File: src/rtl/id_stream_tx.sv
`default_nettype none
// ============================================================================
// Module   : id_stream_tx
// Brief    : Character-stream transmitter feeding the identifier recognizer.
//            Buffers host-written {last, char} pairs in a 2**AW-deep FIFO and
//            drives them out one per clock over a valid/ready handshake.
//            Define ID_TX_DELIM_EN to append a DELIM beat after every token.
// Revision : 1.0 - initial release
// ============================================================================
module id_stream_tx #(
  parameter int unsigned AW    = 3,
  parameter logic [7:0]  DELIM = 8'h20
) (
  input  logic          clk,
  input  logic          rst_n,
  input  logic          wr_en,
  input  logic [7:0]    wr_data,
  input  logic          wr_last,
  output logic          full,
  output logic [AW:0]   count,
  output logic          ovf,
  output logic [7:0]    char,
  output logic          char_valid,
  input  logic          char_ready,
  output logic          tok_done
);

  localparam int unsigned c_DEPTH = 2 ** AW;

`ifdef ID_TX_DELIM_EN
  typedef enum logic [1:0] {
    S_IDLE  = 2'd0,
    S_SEND  = 2'd1,
    S_DELIM = 2'd2
  } state_t;
`else
  typedef enum logic [1:0] {
    S_IDLE  = 2'd0,
    S_SEND  = 2'd1
  } state_t;
`endif

  // FIFO storage and pointers (extra MSB separates full from empty)
  logic [8:0]  r_mem [c_DEPTH];
  logic [AW:0] r_wptr;
  logic [AW:0] r_rptr;

  // Output register
  logic [7:0]  r_char;
  logic        r_valid;
  logic        r_last;
  logic        r_tok;
  logic        r_ovf;
  state_t      r_state;

  logic        w_full;
  logic        w_empty;
  logic        w_push;
  logic        w_xfer;
  logic [8:0]  w_head;
  state_t      w_state_nxt;
  logic        w_adv;
  logic        w_pop;
  logic        w_clr;
  logic        w_ld_delim;
  logic        w_tok;

  assign w_full  = (r_wptr[AW] != r_rptr[AW]) && (r_wptr[AW-1:0] == r_rptr[AW-1:0]);
  assign w_empty = (r_wptr == r_rptr);
  assign w_push  = wr_en && !w_full;
  assign w_xfer  = r_valid && char_ready;
  assign w_head  = r_mem[r_rptr[AW-1:0]];

  assign full       = w_full;
  assign count      = r_wptr - r_rptr;
  assign ovf        = r_ovf;
  assign char       = r_char;
  assign char_valid = r_valid;
  assign tok_done   = r_tok;

  // FIFO storage write; contents need no reset since pointers define validity
  always_ff @(posedge clk) begin
    if (w_push) begin
      r_mem[r_wptr[AW-1:0]] <= {wr_last, wr_data};
    end
  end

  // FIFO pointers and sticky overflow flag
  always_ff @(posedge clk or negedge rst_n) begin
    if (!rst_n) begin
      r_wptr <= '0;
      r_rptr <= '0;
      r_ovf  <= 1'b0;
    end else begin
      if (w_push) begin
        r_wptr <= r_wptr + (AW+1)'(1);
      end
      if (w_pop) begin
        r_rptr <= r_rptr + (AW+1)'(1);
      end
      if (wr_en && w_full) begin
        r_ovf <= 1'b1;
      end
    end
  end

  // FSM state register
  always_ff @(posedge clk or negedge rst_n) begin
    if (!rst_n) begin
      r_state <= S_IDLE;
    end else begin
      r_state <= w_state_nxt;
    end
  end

  // Next-state logic: decide whether to fetch the next head, insert a
  // delimiter, or empty the output register
  always_comb begin
    w_state_nxt = r_state;
    w_adv       = 1'b0;
    w_pop       = 1'b0;
    w_clr       = 1'b0;
    w_ld_delim  = 1'b0;
    w_tok       = 1'b0;
    case (r_state)
      S_IDLE: begin
        // Output register is already empty here; fetch as soon as data exists
        w_adv = 1'b1;
      end
      S_SEND: begin
        if (!r_valid || w_xfer) begin
          if (w_xfer && r_last) begin
`ifdef ID_TX_DELIM_EN
            w_ld_delim  = 1'b1;
            w_state_nxt = S_DELIM;
`else
            w_tok = 1'b1;
            w_adv = 1'b1;
`endif
          end else begin
            w_adv = 1'b1;
          end
        end
      end
`ifdef ID_TX_DELIM_EN
      S_DELIM: begin
        if (w_xfer) begin
          w_tok = 1'b1;
          w_adv = 1'b1;
        end
      end
`endif
      default: begin
        w_state_nxt = S_IDLE;
      end
    endcase
    // Advancing either loads the next head or drops char_valid
    if (w_adv) begin
      if (!w_empty) begin
        w_pop       = 1'b1;
        w_state_nxt = S_SEND;
      end else begin
        w_clr       = 1'b1;
        w_state_nxt = S_IDLE;
      end
    end
  end

  // Output register and token-done pulse
  always_ff @(posedge clk or negedge rst_n) begin
    if (!rst_n) begin
      r_char  <= 8'h00;
      r_valid <= 1'b0;
      r_last  <= 1'b0;
      r_tok   <= 1'b0;
    end else begin
      r_tok <= w_tok;
      if (w_pop) begin
        r_char  <= w_head[7:0];
        r_last  <= w_head[8];
        r_valid <= 1'b1;
      end else if (w_ld_delim) begin
        r_char  <= DELIM;
        r_last  <= 1'b0;
        r_valid <= 1'b1;
      end else if (w_clr) begin
        r_char  <= 8'h00;
        r_last  <= 1'b0;
        r_valid <= 1'b0;
      end
    end
  end

endmodule
`default_nettype wire

File: config.mk
export PLATFORM = sky130hd
export DESIGN_NAME = id_stream_tx
export DESIGN_NICKNAME = d
export VERILOG_FILES = /design/src/rtl/id_stream_tx.sv
export SDC_FILE = /design/constraint.sdc
export NUM_CORES = 1
export LEC_CHECK = 0
export CAP_MARGIN = 20
export CORE_MARGIN = 5
export CORE_UTILIZATION = 45
export CTS_BUF_LIST = sky130_fd_sc_hd__clkbuf_16
export CTS_CLUSTER_DIAMETER = 80
export DETAILED_ROUTE_END_ITERATION = 7
export GPL_TIMING_DRIVEN = 0
export PLACE_DENSITY = 0.65
export REMOVE_ABC_BUFFERS = 1
export SYNTH_ARGS = -nofsm -noshare
export SYNTH_HDL_FRONTEND = slang
export SYNTH_SLANG_ARGS = --single-unit
File: constraint.sdc
create_clock -name clk -period 3 [get_ports clk]
set_input_delay 0.6 -clock clk [delete_from_list [all_inputs] [get_ports clk]]
set_output_delay 0.6 -clock clk [all_outputs]
set_load 0.02 [all_outputs]
==> flow_metrics.py <==
metrics = {
    "logic_synthesis": {
        "synth-seq-cells": 92,
        "synth_area_leaders": "edfxtp_1 (59%), dfrtp_1 (14%), mux4_2 (11%), mux2i_1 (2.5%), xnor2_1 (1.9%)",
        "syn_area_um2": 3670,
        "synth_edf_count": 72,
        "async_reset_ff_share_pct": 21.7,
        "yosysWarnings": 0,
        "synth_area_leader_cell": "edfxtp_1",
        "synth_flop_cell": "edfxtp_1",
        "yosysUniqueCellTypes": 29,
        "netlist.area_leader.share_pct": 59.0,
        "netlist_instances": 202,
        "ys_seq_area_share_pct": 72.6,
        "syn_avg_cell_area_um2": 18.1,
    },
    "sta": {
        "hold_ws_ns": 0.463,
        "max-slew-margin-rel_pct": 37.2,
        "timing.final.crit_share_pct": 96.0,
        "fin_crit_ns": 2.88,
        "finalHoldViolCount": 0,
        "worstMarginPinSlew_ns": 0.939,
        "clock_skew_ns": 0.00678,
        "final_max_slew_viol_count": 0,
        "setup_violations": 0,
        "rsz0062_at_grt": "no",
        "timing.fmax_mhz": 347,
    },
    "floorplan": {
        "fp.dieArea_um2": 10100,
        "die_y_um": 100,
        "coreArea_um2": 8090,
        "num_rows": 33,
        "start_util_pct": 45.3,
        "ios": 29,
        "fp.dieW_um": 100,
    },
    "global_routing": {
        "grt_pass1_wl_um": 10900,
        "grt_pass1_vias": 1918,
        "track_usage_pct": 14.8,
        "grt_max_degree": 24,
        "antenna_found_initial": 0,
        "overflow": 0,
    },
    "route": {
        "initialDrtViolationCount": 86,
        "drt_wl_total_um": 6760,
        "route.vias.total": 1843,
        "antenna_left": 0,
        "drc": 0,
        "wire_per_inst_um": 19.3,
        "vias_per_cell": 5.25,
        "drt-pass1-iter-count": 6,
    },
    "critical_path": {
        "crit_chain": "ha_1 > fa_1 > inv_1 > clkdlybuf4s50_1",
        "max_stage_delay_ns": 0.60,
        "critPathKind": "register to output pin",
        "cp_max_fo": 13,
        "crit_family": "adder cells",
        "worst_setup_path_end_kind": "output pin",
        "critPathRequiredTime_ns": 2.40,
        "path_buf_inv": 2,
        "crit_arrival_ns": 2.28,
        "cpMaxStageDelayCell": "dfrtp_4",
        "worstSetupStartpointType": "register",
    },
    "placed_design": {
        "hpwl_um": 4420,
        "placed_area_um2": 4130,
        "gp_routability_congestion": 0.684,
        "io_buffer_count": 28,
    },
    "power_and_ir_drop": {
        "power_density_nw_per_um2": 1060,
        "p_leak_nw": 1.58,
        "vdd_drop_max_mv": 0.377,
    },
    "clock_tree": {
        "cts_sinks": 92,
        "cts.path.max_buffers": 2,
        "root_buffer": "clkbuf_16",
        "clkLatencyLatePin_ns": 0.33,
        "cts_buffers": 9,
        "cts_tree": "built",
        "cts_max_level": 3,
        "path_clk_slew_ns": 0.07,
    },
    "min_path": {
        "worstHoldPathType": "register to register",
    },
    "finish": {
        "final_nets": 260,
        "n_fill_cell": 647,
        "areaGrowthSynthToFinish_pct": 21.9,
        "post_route_cells_drive_above_1_share_pct": 22.0,
        "design_area_um2": 4470,
        "antenna_cells": 0,
    },
    "status": {
        "status": "completed",
    },
    "flow_run": {
        "drv_cap": 0,
    },
}
==> synthesized netlist by cell type, drive strengths merged (2+ instances only) <==
library cell / n
xnor2: 8
mux4: 18
mux2i: 9
edfxtp: 72
buf: 7
ha: 5
o21ai: 12
and3: 2
nor3: 4
nand2: 15
nor2: 5
a21o: 2
nand3: 3
dfrtp: 20
inv: 9
xor2: 2
==> final timing paths <==
kind                           start          end  slack (ns)  cells after the start
hold / removal                   ovf          ovf        0.46                      1
min in group asynchronous      rst_n    r_wptr[2]        0.48                      1
setup / recovery           r_rptr[0]     count[1]        0.12                      4
setup reg to reg           r_rptr[0]  r_mem[5][5]        0.27                      5
hold reg to reg                  ovf          ovf        0.46                      1
max in group asynchronous      rst_n    r_rptr[1]        2.14                      2
==> repair_timing <==
action / CTS / global route
setup buffers: 1 / 1
gates resized for setup: 6 / 3
hold buffers: 0 / 0
pin swaps: 0 / 0
setup endpoints to repair: 61 / 20
==> cells by family after synthesis <==
| kind of cell | count (synthesis) | share of synthesized area (%) |
|---|---|---|
| buffers and inverters | 17 | 2.29 |
| AO/OA/AOI/OAI | 16 | 2.59 |
| flip-flops | 92 | 72.6 |
| multiplexers | 28 | 13.8 |
| adder cells (fa/ha/maj) | 6 | 2.25 |
| XOR/XNOR | 10 | 2.39 |
| AND/OR/NAND/NOR | 33 | 4.03 |
==> per-stage QoR <==
| stage | setup WS [ns] | cells | utilization [%] | TNS [ns] | power, W |
|---|---|---|---|---|---|
| 6_report | 0.120 | 351 | 55.2 | 0 | 0.00473 |
| 5_1_grt | 0.0322 | 351 | 55.2 | 0 | 0.00501 |
| 4_1_cts | 0.0147 | 349 | 54.6 | 0 | 0.00477 |
| 3_5_place_dp | -0.376 | 332 | 51.0 | -12.00 | 0.00373 |
| 3_3_place_gp | -1.56 | 327 | 49.8 | -62.72 | 0.00361 |
| 2_1_floorplan | -0.000486 | 194 | - | -0.00437 | 0.00299 |
==> where the power goes <==
part | switching, W | internal [W] | total, W | leakage [nW]
Combinational | 0.000893 | 0.000884 | 0.00178 | 0.566
Clock | 0.000473 | 0.000564 | 0.00104 | 0.126
Sequential | 0.000235 | 0.00168 | 0.00192 | 0.888
==> layer usage <==
layer | part of all wire, % | vias up | routed length [um] | track usage, %
met5 | 0 | - | 0 | 0
met4 | 2.0 | 0 | 136 | 7.05
met3 | 4.7 | 12 | 316 | 2.71
met2 | 50 | 52 | 3370 | 22.9
met1 | 43 | 931 | 2930 | 20.4
li1 | - | 848 | - | -
==> cell type report <==
| class | instances | area (um2) | area share (%) |
|---|---|---|---|
| clock buffers | 9 | 225 | 5.04 |
| flip-flops and latches | 92 | 2670 | 59.8 |
| multi-input cells | 93 | 948 | 21.2 |
| inverters | 9 | 37.5 | 0.840 |
| clock inverters | 7 | 52.6 | 1.18 |
| well taps | 105 | 131 | 2.94 |
| repair buffers | 36 | 403 | 9.01 |
==> cell usage in the layout (no fill, tap or decap), types with 5 or more instances in the layout <==
master and n:
clkbuf_16 9, edfxtp_1 72, ha_1 5, xnor2_1 8
o21ai_1 9, mux2i_1 9, clkdlybuf4s50_1 26, dfrtp_1 17
inv_1 8, mux4_2 18, nand2_1 15
==> state kept, by name (all words and copies together), names as in the netlist <==
signal	flops
r_last	1
r_wptr	4
char	8
r_mem	72
r_rptr	4
tok_done	1
char_valid	1
ovf	1
Note: power is estimated with default switching activity, not from simulation.
